### src/rtl/controller_sequencer_pkg.sv
// rtl/controller_sequencer_pkg.sv - shared constants for the SAP-1 control sequencer
//
// Holds the opcode map, the T-state encoding and the bit positions of the
// control word, so the decoder, the sequencer and the datapath top level all
// refer to control lines by name.
package controller_sequencer_pkg;

  localparam int OPCODE_W = 4;

  localparam logic [OPCODE_W-1:0] OP_LDA = 4'd0;
  localparam logic [OPCODE_W-1:0] OP_ADD = 4'd1;
  localparam logic [OPCODE_W-1:0] OP_SUB = 4'd2;
  localparam logic [OPCODE_W-1:0] OP_STA = 4'd4;
  localparam logic [OPCODE_W-1:0] OP_LDI = 4'd5;
  localparam logic [OPCODE_W-1:0] OP_JMP = 4'd6;
  localparam logic [OPCODE_W-1:0] OP_JC  = 4'd7;
  localparam logic [OPCODE_W-1:0] OP_JZ  = 4'd8;
  localparam logic [OPCODE_W-1:0] OP_OUT = 4'd14;
  localparam logic [OPCODE_W-1:0] OP_HLT = 4'd15;

  typedef enum logic [2:0] {
    T1 = 3'd0,
    T2 = 3'd1,
    T3 = 3'd2,
    T4 = 3'd3,
    T5 = 3'd4
  } step_t;

  // Control word bit positions. CW_HLT is an internal request, not a datapath line.
  localparam int CW_PC_INC     = 0;
  localparam int CW_PC_OUT     = 1;
  localparam int CW_PC_LOAD    = 2;
  localparam int CW_MAR_LOAD   = 3;
  localparam int CW_RAM_OUT    = 4;
  localparam int CW_RAM_LOAD   = 5;
  localparam int CW_IR_LOAD    = 6;
  localparam int CW_IR_OUT     = 7;
  localparam int CW_A_LOAD     = 8;
  localparam int CW_A_OUT      = 9;
  localparam int CW_B_LOAD     = 10;
  localparam int CW_ALU_SUB    = 11;
  localparam int CW_ALU_OUT    = 12;
  localparam int CW_FLAGS_LOAD = 13;
  localparam int CW_OUT_LOAD   = 14;
  localparam int CW_HLT        = 15;
  localparam int CW_WIDTH      = 16;

endpackage

### src/rtl/controller_sequencer_microcode_decode.sv
// rtl/controller_sequencer_microcode_decode.sv - combinational microcode ROM
//
// Ports:
//   step      current T-state
//   opcode    instruction register opcode field (used in T3..T5 only)
//   carry     registered carry flag (JC)
//   zero      registered zero flag (JZ)
//   ctrl      control word, bit positions from the package
//   last_step 1 when the current step ends the instruction
module microcode_decode
  import controller_sequencer_pkg::*;
#(
  parameter int OPCODE_WIDTH = 4
) (
  input  step_t                   step,
  input  logic [OPCODE_WIDTH-1:0] opcode,
  input  logic                    carry,
  input  logic                    zero,
  output logic [CW_WIDTH-1:0]     ctrl,
  output logic                    last_step
);

  always_comb begin
    ctrl      = '0;
    last_step = 1'b0;
    case (step)
      T1: begin
        ctrl[CW_PC_OUT]   = 1'b1;
        ctrl[CW_MAR_LOAD] = 1'b1;
      end
      T2: begin
        ctrl[CW_RAM_OUT] = 1'b1;
        ctrl[CW_IR_LOAD] = 1'b1;
        ctrl[CW_PC_INC]  = 1'b1;
      end
      default: begin
        // Any execute step past an opcode's length ends it, so an
        // unreachable step can never wedge the counter.
        last_step = 1'b1;
        case (opcode)
          OPCODE_WIDTH'(OP_LDA), OPCODE_WIDTH'(OP_STA): begin
            if (step == T3) begin
              ctrl[CW_IR_OUT]   = 1'b1;
              ctrl[CW_MAR_LOAD] = 1'b1;
              last_step         = 1'b0;
            end else if (step == T4) begin
              if (opcode == OPCODE_WIDTH'(OP_LDA)) begin
                ctrl[CW_RAM_OUT] = 1'b1;
                ctrl[CW_A_LOAD]  = 1'b1;
              end else begin
                ctrl[CW_A_OUT]    = 1'b1;
                ctrl[CW_RAM_LOAD] = 1'b1;
              end
            end
          end
          OPCODE_WIDTH'(OP_ADD), OPCODE_WIDTH'(OP_SUB): begin
            if (step == T3) begin
              ctrl[CW_IR_OUT]   = 1'b1;
              ctrl[CW_MAR_LOAD] = 1'b1;
              last_step         = 1'b0;
            end else if (step == T4) begin
              ctrl[CW_RAM_OUT] = 1'b1;
              ctrl[CW_B_LOAD]  = 1'b1;
              last_step        = 1'b0;
            end else if (step == T5) begin
              ctrl[CW_ALU_OUT]    = 1'b1;
              ctrl[CW_A_LOAD]     = 1'b1;
              ctrl[CW_FLAGS_LOAD] = 1'b1;
              ctrl[CW_ALU_SUB]    = (opcode == OPCODE_WIDTH'(OP_SUB));
            end
          end
          OPCODE_WIDTH'(OP_LDI): begin
            if (step == T3) begin
              ctrl[CW_IR_OUT] = 1'b1;
              ctrl[CW_A_LOAD] = 1'b1;
            end
          end
          OPCODE_WIDTH'(OP_JMP), OPCODE_WIDTH'(OP_JC), OPCODE_WIDTH'(OP_JZ): begin
            if (step == T3) begin
              // Flags are taken live, so a flag change inside T3 shows at once.
              if ((opcode == OPCODE_WIDTH'(OP_JMP)) ||
                  ((opcode == OPCODE_WIDTH'(OP_JC)) && carry) ||
                  ((opcode == OPCODE_WIDTH'(OP_JZ)) && zero)) begin
                ctrl[CW_IR_OUT]  = 1'b1;
                ctrl[CW_PC_LOAD] = 1'b1;
              end
            end
          end
          OPCODE_WIDTH'(OP_OUT): begin
            if (step == T3) begin
              ctrl[CW_A_OUT]    = 1'b1;
              ctrl[CW_OUT_LOAD] = 1'b1;
            end
          end
          OPCODE_WIDTH'(OP_HLT): begin
            if (step == T3) begin
              ctrl[CW_HLT] = 1'b1;
            end
          end
          default: begin
          end
        endcase
      end
    endcase
  end

endmodule

### src/rtl/controller_sequencer.sv
// rtl/controller_sequencer.sv - SAP-1 T-state sequencer with sticky halt
//
// Ports:
//   mclk, rst_n           clock, asynchronous active-low reset
//   mclk_en               clock enable for the step and halt registers
//   i_opcode              instruction register opcode field
//   i_flag_carry/zero     registered ALU flags
//   o_step                current T-state (0=T1 .. 4=T5)
//   o_pc_* .. o_out_load  datapath control lines (combinational)
//   o_halt                sticky halt, also the program counter halt input
module controller_sequencer
  import controller_sequencer_pkg::*;
#(
  parameter int OPCODE_WIDTH = 4
) (
  input  logic                    mclk,
  input  logic                    rst_n,
  input  logic                    mclk_en,
  input  logic [OPCODE_WIDTH-1:0] i_opcode,
  input  logic                    i_flag_carry,
  input  logic                    i_flag_zero,
  output logic [2:0]              o_step,
  output logic                    o_pc_inc,
  output logic                    o_pc_out,
  output logic                    o_pc_load,
  output logic                    o_mar_load,
  output logic                    o_ram_out,
  output logic                    o_ram_load,
  output logic                    o_ir_load,
  output logic                    o_ir_out,
  output logic                    o_a_load,
  output logic                    o_a_out,
  output logic                    o_b_load,
  output logic                    o_alu_sub,
  output logic                    o_alu_out,
  output logic                    o_flags_load,
  output logic                    o_out_load,
  output logic                    o_halt
);

  step_t               step;
  logic                halted;
  logic [CW_WIDTH-1:0] ctrl;
  logic [CW_WIDTH-1:0] ctrl_gated;
  logic                last_step;

  microcode_decode #(
    .OPCODE_WIDTH(OPCODE_WIDTH)
  ) u_decode (
    .step      (step),
    .opcode    (i_opcode),
    .carry     (i_flag_carry),
    .zero      (i_flag_zero),
    .ctrl      (ctrl),
    .last_step (last_step)
  );

  // Once halted the step stays at T3 (where HLT was decoded) until reset.
  always_ff @(posedge mclk or negedge rst_n) begin
    if (!rst_n) begin
      step   <= T1;
      halted <= 1'b0;
    end else if (mclk_en && !halted) begin
      if (ctrl[CW_HLT]) begin
        halted <= 1'b1;
      end else if (last_step) begin
        step <= T1;
      end else begin
        step <= step_t'(step + 3'd1);
      end
    end
  end

  assign ctrl_gated = halted ? '0 : ctrl;

  assign o_step       = step;
  assign o_halt       = halted;
  assign o_pc_inc     = ctrl_gated[CW_PC_INC];
  assign o_pc_out     = ctrl_gated[CW_PC_OUT];
  assign o_pc_load    = ctrl_gated[CW_PC_LOAD];
  assign o_mar_load   = ctrl_gated[CW_MAR_LOAD];
  assign o_ram_out    = ctrl_gated[CW_RAM_OUT];
  assign o_ram_load   = ctrl_gated[CW_RAM_LOAD];
  assign o_ir_load    = ctrl_gated[CW_IR_LOAD];
  assign o_ir_out     = ctrl_gated[CW_IR_OUT];
  assign o_a_load     = ctrl_gated[CW_A_LOAD];
  assign o_a_out      = ctrl_gated[CW_A_OUT];
  assign o_b_load     = ctrl_gated[CW_B_LOAD];
  assign o_alu_sub    = ctrl_gated[CW_ALU_SUB];
  assign o_alu_out    = ctrl_gated[CW_ALU_OUT];
  assign o_flags_load = ctrl_gated[CW_FLAGS_LOAD];
  assign o_out_load   = ctrl_gated[CW_OUT_LOAD];

endmodule

### config.mk
export PLATFORM = sky130hd
export DESIGN_NAME = controller_sequencer
export DESIGN_NICKNAME = d
export VERILOG_FILES = /design/src/rtl/controller_sequencer_pkg.sv /design/src/rtl/controller_sequencer_microcode_decode.sv /design/src/rtl/controller_sequencer.sv
export SDC_FILE = /design/constraint.sdc
export NUM_CORES = 1
export LEC_CHECK = 0
export ABC_AREA = 1
export ABC_CLOCK_PERIOD_IN_PS = 1600
export BUFFER_PORTS_ARGS = -buffer_cell sky130_fd_sc_hd__buf_2
export CAP_MARGIN = 0
export CORE_ASPECT_RATIO = 1.5
export CORE_UTILIZATION = 25
export CTS_CLUSTER_SIZE = 16
export DETAILED_ROUTE_END_ITERATION = 16
export HOLD_SLACK_MARGIN = 0.05
export SKIP_CTS_REPAIR_TIMING = 1
export SYNTH_ARGS = -nofsm -noshare
export SYNTH_HDL_FRONTEND = slang
export SYNTH_SLANG_ARGS = --single-unit
### constraint.sdc
create_clock -name mclk -period 1.6 [get_ports mclk]
set_input_delay 0.16 -clock mclk [delete_from_list [all_inputs] [get_ports mclk]]
set_output_delay 0.16 -clock mclk [all_outputs]
set_load 0.02 [all_outputs]
## Word-level counts from Yosys, hierarchy flattened

Cells that the tools add are included.

| storage, ports and cells | value |
|---|---|
| logic and storage cells | 71 |
| register bits | 4 |
| output and inout port bits | 19 |
| input bits | 9 |

| cells by class | value |
|---|---|
| bitwise operators | 1 |
| reduce and logical (&&, ||, !) cells | 15 |
| $add $sub $neg | 1 |
| mux-type cells | 39 |
| eq/ne operators | 13 |

Operators with widths:

| kind | count |
|---|---|
| two-way mux 1 bit | 22 |
| equality test 4 x 3 -> 1 bit (second input constant) | 4 |
| two-way mux 15 bit | 1 |
| equality test 4 bit (second input constant) | 3 |
| two-way mux 3 bit | 3 |
| two-way mux 9 bit | 1 |
| two-way mux 4 bit | 2 |
| case mux 1 bit (2 select lines) | 4 |
| equality test 3 x 2 -> 1 bit (second input constant) | 2 |
| two-way mux 2 bit | 3 |
| case mux 1 bit (3 select lines) | 2 |
| OR reduction 2 bit | 3 |
| equality test 4 x 1 -> 1 bit (second input constant) | 1 |
| equality test 4 x 2 -> 1 bit (second input constant) | 1 |
| zero test 4 bit | 1 |
| case mux 2 bit (2 select lines) | 1 |
| AND reduction 2 bit | 2 |
| OR reduction 4 bit | 1 |
| adder 3 x 1 -> 3 bit (second input constant) | 1 |
| equality test 3 x 1 -> 1 bit (second input constant) | 1 |
| equality test 3 bit (second input constant) | 1 |
| logical AND 1 bit | 3 |
| zero test 3 bit | 1 |
| OR reduction 3 bit | 1 |
| other kinds (3) | 4 |

## Logic depth before layout (Yosys ltp)

Gate-level depths: netlist of run 1.

| logic depth | value |
|---|---|
| word-level depth | 10 |
| mapped depth | 10 |
| depth with buffers taken out | 10 |

## Modules after synthesis

Synthesis of run 1 repeated with hierarchy kept, for this count alone.

| unflattened totals | value |
|---|---|
| cells, all modules | 119 |
| area, all modules | 651.9 µm² |

Modules (own cells, without submodules):

| module | area an instance (µm²) | sequential area each (µm²) | times used | cells an instance |
|---|---|---|---|---|
| controller_sequencer | 346.6 | 100.1 | 1 | 58 |
| microcode_decode | 305.3 | 0.0 | 1 | 61 |

## Least setup slack after synthesis of run 1

Ideal clock, no wire load.

| timing path | value |
|---|---|
| path type | flip-flop to output port |
| start | register step[0], in the netlist o_step[0] |
| end | output port o_flags_load |
| buffers on the path | 1 |
| arrival | 1814 ps |
| data required time | 1440 ps |
| setup slack | -374 ps |
| cell stages (with the launch flop) | 7 |
| path through | dfrtp_1 ha_1 ha_1 nand3b_1 nand3b_1 nor2_1 buf_4 |

| between the ends | value |
|---|---|
| word-level cells in the longest chain between the ends | 7 |
| elaborated cells on any way between the ends | 12 |
| classes of those cells | eq/ne (4); mux (6); reduce/logical (2) |

Ends and longest elaborated chain:

| what | line | RTL |
|---|---|---|
| start: declaration | controller_sequencer.sv:41 | `step_t step;` |
| start signal: assignment | controller_sequencer.sv:69 | `step <= step_t'(step + 3'd1);` |
| equality test 3 bit | controller_sequencer_microcode_decode.sv:65 | `end else if (step == T5) begin` |
| two-way mux 3 bit | controller_sequencer_microcode_decode.sv:65 |  |
| two-way mux 3 bit | controller_sequencer_microcode_decode.sv:61 | `end else if (step == T4) begin` |
| two-way mux 4 bit | controller_sequencer_microcode_decode.sv:57 | `if (step == T3) begin` |
| two-way mux 4 bit | controller_sequencer_microcode_decode.sv:40 | `case (opcode)` |
| two-way mux 9 bit * | controller_sequencer_microcode_decode.sv:26 | `case (step)` |
| two-way mux 15 bit * | controller_sequencer.sv:74 | `assign ctrl_gated = halted ? '0 : ctrl;` |
| end: declaration | controller_sequencer.sv:36 | `output logic o_flags_load,` |

Mark *: on every way between the ends. The rest lies on a longest branch, timed or not.

## Final worst setup path of run 1

| timing path | value |
|---|---|
| start | register step[1], in the netlist o_step[1] |
| end | output port o_a_load |

| between the ends | value |
|---|---|
| word-level cells in the longest chain between the ends | 7 |
| elaborated cells on any way between the ends | 15 |
| classes of those cells | eq/ne (4); mux (9); reduce/logical (2) |

Ends and longest elaborated chain:

| what | line | RTL |
|---|---|---|
| equality test 3 bit | controller_sequencer_microcode_decode.sv:65 |  |
| two-way mux 1 bit | controller_sequencer_microcode_decode.sv:65 |  |
| two-way mux 1 bit | controller_sequencer_microcode_decode.sv:61 |  |
| two-way mux 1 bit | controller_sequencer_microcode_decode.sv:57 |  |
| case mux 1 bit (3 select lines) | controller_sequencer_microcode_decode.sv:40 |  |
| two-way mux 9 bit * | controller_sequencer_microcode_decode.sv:26 |  |
| two-way mux 15 bit * | controller_sequencer.sv:74 |  |
| end: declaration | controller_sequencer.sv:31 | `output logic o_a_load,` |

Marks and branches as above.

==> metrics.md, run 1 <==
| Metric | Value |
|---|---|
| Status | `finished with violations` |
| Failing checks | `setup timing` |
| Max cap viols | `0` |
| Clk Latency, worst-skew pair | `roughly 0.23 ns` |
| Leak Pwr | `0.549 nW` |
| GPL Wtd Cong | `0.902` |
| Flop-to-flop setup slack | `between 0.15 and 0.2 ns` |
| Count of input and output buffers | `27` |
| Top cell type's share of synthesized area | `16.2%` |
| Worst VDD drop | `0.290 mV` |
| Dpl hpwl | `1340 um` |
| Clock buffer depth | `2` |
| Pin count of the biggest net entering global routing | `7` |
| Die X | `around 43 um` |
| Total CTS buffers | `3` |
| Yosys cell types | `19` |
| Critical path capture point type | `output port` |
| Type of origin of the critical path | `flip-flop` |
| Register area | `104 sq um` |
| Fillers | `245` |
| Overall die height | `62.9 um` |
| CP arrival | `1.75 ns` |
| Hold Worst Slack | `0.220 ns` |
| WS Path Type | `flip-flop to output port` |
| Final wirelength | `around 1600 um` |
| Layout cells sized above 1 | `approximately half` |
| Final #Nets | `156` |
| Worst slew pin tran | `0.262 ns` |
| Clock sinks | `4` |
| Worst path required time | `1.44 ns` |
| Starting Density | `27.0%` |
| Post-synthesis sequential area ratio | `16.2%` |
| Power Dens Cells | `374 nW/um^2` |
| Fin crit share | `119%` |
| Max-slew violations | `0` |
| Inst Count DP | `159` |
| Syn Nets | `117` |
| Vias in the first global route | `676` |
| Core Region | `2290 sq um` |
| H-tree depth | `1` |
| Max FO, Critical Path | `4` |
| Mapped Cells | `103` |
| Area Overhead vs Synth | `56.7%` |
| Yosys warnings | `0` |
| Clock Tree Root | `clkbuf_4` |
| Antenna violations before repair | `0` |
| Final Hold Vio Count | `0` |
| Final min period | `1.91 ns` |
| Slew HR | `82.4%` |
| Clock Skew | `0.0104 ns` |
| Post-Syn Area | `618 sq um` |
| Cell taking the most area after synthesis | `dfrtp_1` |
| DRT iter0 DRCs | `14` |
| Post-Syn Area per Cell | `6.00 sq um` |
| # IOs | `28` |
| Post-DRT Antenna Nets | `0` |
| CTS tree | `built` |
| Antenna diodes | `0` |
| Hold Crit Class | `input port to flip-flop` |
| Unrepaired setup endpoints after global routing | `yes` |
| Final setup vio count | `10` |
| Final WS setup | `-0.309 ns` |
| Drt pass-1 iters | `4` |
| Synthesized flop and latch total | `4` |
| Rows | `21` |
| # DRC | `0` |
| Clock slew at reported path FFs | `0.04 ns` |
| Avg WL per Cell | `9.83 um` |
| Total track usage | `~13%` |
| Achievable Freq | `around 520 MHz` |
| Die area | `2680 sq um` |
| First-pass GRT wire length | `2730 um` |
| Remaining Overflow, GRT | `0` |
| Total number of vias | `737` |
| Ranking of synthesized cells by area | `dfrtp_1, nand2_1, inv_1` |
| Footprint of the multi-input gates | `489 sq um` |
| Post-route insts no fill | `164` |
| DR vias/cell | `~4.5` |
## through the flow
stage                     power [W]  util [%]  setup TNS, ns  cell area [sq um]  setup slack, ns
after floorplan            0.000178         -         -0.128                658          -0.0901
after detailed placement   0.000225      37.8        -0.0958                863          -0.0650
final                      0.000362      42.4          -1.61                968           -0.309
after global placement     0.000224      37.8        -0.0259                863          -0.0259
after global routing       0.000394      42.4          -2.93                968           -0.422
after CTS                  0.000366      38.9          -2.04                890           -0.336
## power breakdown
group | internal, W | switching, W | total (W)
combinational | 0.0000471 | 0.0000694 | 0.000116
sequential | 0.000106 | 0.00000483 | 0.000111
clock | 0.0000935 | 0.0000411 | 0.000135
## state kept, by name, summed over array words and instances, names as in the netlist
signal and flops:
o_halt 1, o_step 3
## worst max-delay path: stages (launching register included)
cell and delay (ns):
dfrtp_2 0.43, ha_4 0.17, ha_4 0.14, nand3b_1 0.17, nand3b_1 0.25, nand3_1 0.13, nand2_1 0.07, inv_2 0.05
buf_6 0.10
## final cells by class
| class | instances | area share (%) |
|---|---|---|
| clock buffer | 4 | 2.71 |
| multi-input combinational | 76 | 50.5 |
| tap | 23 | 2.97 |
| inverter | 21 | 8.40 |
| timing repair buffer | 36 | 24.7 |
| sequential | 4 | 10.7 |
## cells by family (layout without fill, tap and decap cells)
kind of cell	Yosys count	in the layout	synth area share [%]
AO/OA/AOI/OAI	6	6	6.28
buffers and inverters	23	61	15.2
AND/OR/NAND/NOR	65	65	52.2
adder cells (fa/ha/maj)	5	5	10.1
flip-flops	4	4	16.2
## path summary, 6_finish.rpt
path | from | endpoint | cells after the start
setup / recovery | o_step[1] | o_a_load | 8
hold / removal | mclk_en | o_halt | 3
min in group asynchronous | rst_n | o_step[0] | 2
hold reg to reg | o_step[2] | o_step[2] | 3
max in group asynchronous | rst_n | o_step[2] | 2
setup reg to reg | o_step[0] | o_step[2] | 9
## synth_stat cells
cell type and number:
inv_1 18, nand2_4 3, nand2_1 26, nand4_1 1, inv_2 3, nor2_2 4
a22oi_1 1, nand2_2 7, nand3b_1 2, o21ai_2 1, nor3_1 2, buf_4 2
ha_1 5, dfrtp_1 4, nand3_1 8, nor2_1 11, nand3_2 1, o21ai_0 3
o211ai_1 1
## metal layers
metal  up-vias  GRT usage [%]  routed length, um
li1        391              -                  -
met4         0           4.69                  0
met2        23           23.8                932
met5         -              0                  0
met3         0           2.60                 75
met1       323           13.9                605
## placed cells by master, fill, tap and decap left out, drive strengths merged
cell / n
nand2: 36
dfrtp: 4
nor3: 2
ha: 5
inv: 21
buf: 35
nand3: 9
clkbuf: 4
o21ai: 4
nand4: 1
nor2: 15
nand3b: 2
a22oi: 1
o211ai: 1
dlygate4sd3: 1
(Power assumes the default switching activity.)
==> run 2, diff against run 1 <==
- CELL_PAD_IN_SITES_DETAIL_PLACEMENT: not set -> 2
- CELL_PAD_IN_SITES_GLOBAL_PLACEMENT: not set -> 2
- CORE_UTILIZATION: 25 -> 20
- CTS_CLUSTER_DIAMETER: not set -> 100
- PLACE_DENSITY_LB_ADDON: not set -> 0.1
- RECOVER_POWER: not set -> 25
==> metrics.md, run 2 (synthesis results as in run 1) <==
| Metric | Value |
|---|---|
| Status | `finished with violations` |
| Failing checks | `setup timing` |
| GPL Wtd Cong | `0.798` |
| Area Overhead vs Synth | `67.2%` |
| Area post-placement | `slightly below 900 sq um` |
| Clock sinks | `4` |
| Total track usage | `16.3%` |
| First-pass GRT wire length | `between 3000 and 4000 um` |
| Worst R2R Start | `o_step[0]` |
| Clock Skew | `0.00260 ns` |
| Max-slew violations | `0` |
| Register area | `104 sq um` |
| Crit-path max cell delay | `about 0.43 ns` |
| Largest register FFs | `3` |
| Critical path capture point type | `output port` |
| Slew HR | `77.0%` |
| Type of origin of the critical path | `flip-flop` |
| Final #Nets | `~160` |
| Core Region | `2910 sq um` |
| Hold Crit Class | `input port to flip-flop` |
| DR vias/cell | `around 4.3` |
| Max cap viols | `0` |
| Total number of vias | `about 800` |
| Achievable Freq | `around 520 MHz` |
| Flop-to-flop setup slack | `~0.17 ns` |
| Final setup vio count | `11` |
| Clock slew at reported path FFs | `0.03 ns` |
| Die X | `between 40 and 50 um` |
| Commonest cells after routing, fill and taps aside | `nand2_1, buf_2, inv_1, buf_4` |
| Worst path required time | `1.44 ns` |
| Footprint of the multi-input gates | `474 sq um` |
| Starting Density | `21.2%` |
| Power Dens Cells | `between 400 and 500 nW/um^2` |
| Count of input and output buffers | `27` |
| H-tree depth | `1` |
| Unrepaired setup endpoints after global routing | `yes` |
| Setup WS pre-CTS | `-0.109 ns` |
| CP max stage cell | `dfrtp_2` |
| Antenna violations before repair | `0` |
| Reg-to-Reg End | `o_step[2]` |
| Power Total | `0.000462 W` |
| FF-to-FF path depth | `9` |
| Drt pass-1 iters | `2` |
| Leak Pwr | `0.579 nW` |
| Post-route design area | `1030 sq um` |
| Core Util, Final | `between 30% and 40%` |
| Pin count of the biggest net entering global routing | `7` |
| Overall die height | `between 70 and 80 um` |
| Cell Chain, Critical Path | `ha_4 -> ha_4 -> nand3b_1 -> nand3b_1 -> nand3_1 -> nand2_1 -> inv_2 -> buf_6` |
| Vias in the first global route | `866` |
| Final Hold Vio Count | `0` |
| Worst VDD drop | `0.489 mV` |
| Avg WL per Cell | `13.0 um` |
| Final WS setup | `-0.314 ns` |
| Clock buffer depth | `2` |
| Fillers | `402` |
| Final min period | `1.91 ns` |
| Dpl hpwl | `2070 um` |
| # DRC | `0` |
| Antenna diodes | `0` |
| Remaining Overflow, GRT | `0` |
| Rows | `24` |
| CTS tree | `built` |
| Total CTS buffers | `3` |
| CP arrival | `1.75 ns` |
| WHS Endpoint | `o_halt` |
| Most common cell after layout, fill and taps aside | `nand2_1` |
| DRT iter0 DRCs | `1` |
| Max FO, Critical Path | `4` |
| Clock Tree Root | `clkbuf_8` |
| Worst slew pin tran | `0.344 ns` |
| WS Path Type | `flip-flop to output port` |
| Hold_sp | `mclk_en` |
| Hold depth | `3` |
| # IOs | `28` |
| Layout cells sized above 1 | `49.3%` |
| Final wirelength | `2410 um` |
| Post-DRT Antenna Nets | `0` |
| Clk Latency, worst-skew pair | `0.22 ns` |
| Die area | `between 3000 and 4000 sq um` |
| Fin crit share | `120%` |
[run 2: changes by cell type in the layout (fill, tap and decap cells not counted), sizes merged]
cell | previous run | this run
buf | 35 | 39
clkbuf | 4 | 5
[run 2: worst max path at each step]
stage	end	slack, ns	start	depth (start not counted)
6_report	o_a_load	-0.31	o_step[1]	8
4_1_cts	o_a_load	-0.35	o_step[1]	8
5_1_grt	o_a_load	-0.39	o_step[1]	8
3_3_place_gp	o_a_load	-0.04	o_step[1]	8
3_5_place_dp	o_a_load	-0.11	o_step[1]	8
2_1_floorplan	o_flags_load	-0.09	o_step[0]	6
[run 2: area by class of cell]
type	instances	area share, %
inverters	21	7.87
well taps	39	4.72
flip-flops and latches	4	10.0
multi-input cells	76	45.9
repair buffers	41	27.1
clock buffers	4	4.36
[run 2: metrics by stage]
step,instances,setup TNS [ns],hold slack [ns]
6_report,185,-1.43,0.238
3_5_place_dp,176,-0.181,-0.0280
3_3_place_gp,176,-0.0356,-0.0283
2_1_floorplan,103,-0.128,-0.136
5_1_grt,185,-2.99,0.274
4_1_cts,180,-2.33,-0.261
[run 2: critical path: cells and delay by family (launching register included)]
kind                     cells  cell delay, ns
adder cells (fa/ha/maj)      2            0.31
buffers and inverters        2            0.17
flip-flops                   1            0.43
AND/OR/NAND/NOR              4            0.62
[run 2: power by group]
part	leakage, nW	switching (W)	internal, W	total (W)
Clock	0.0228	0.0000544	0.000170	0.000225
Combinational	0.516	0.0000748	0.0000515	0.000126
Sequential	0.0407	0.00000486	0.000106	0.000111
Total	0.579	0.000134	0.000328	0.000462
[run 2: routing by layer]
metal,track usage [%],up-vias,wire length [um],share of wire (%)
met5,0,-,0,0
met4,4.76,0,0,0
met3,1.55,0,63,2.6
met2,32.4,18,1560,65
met1,15.7,383,782,32
li1,-,397,-,-
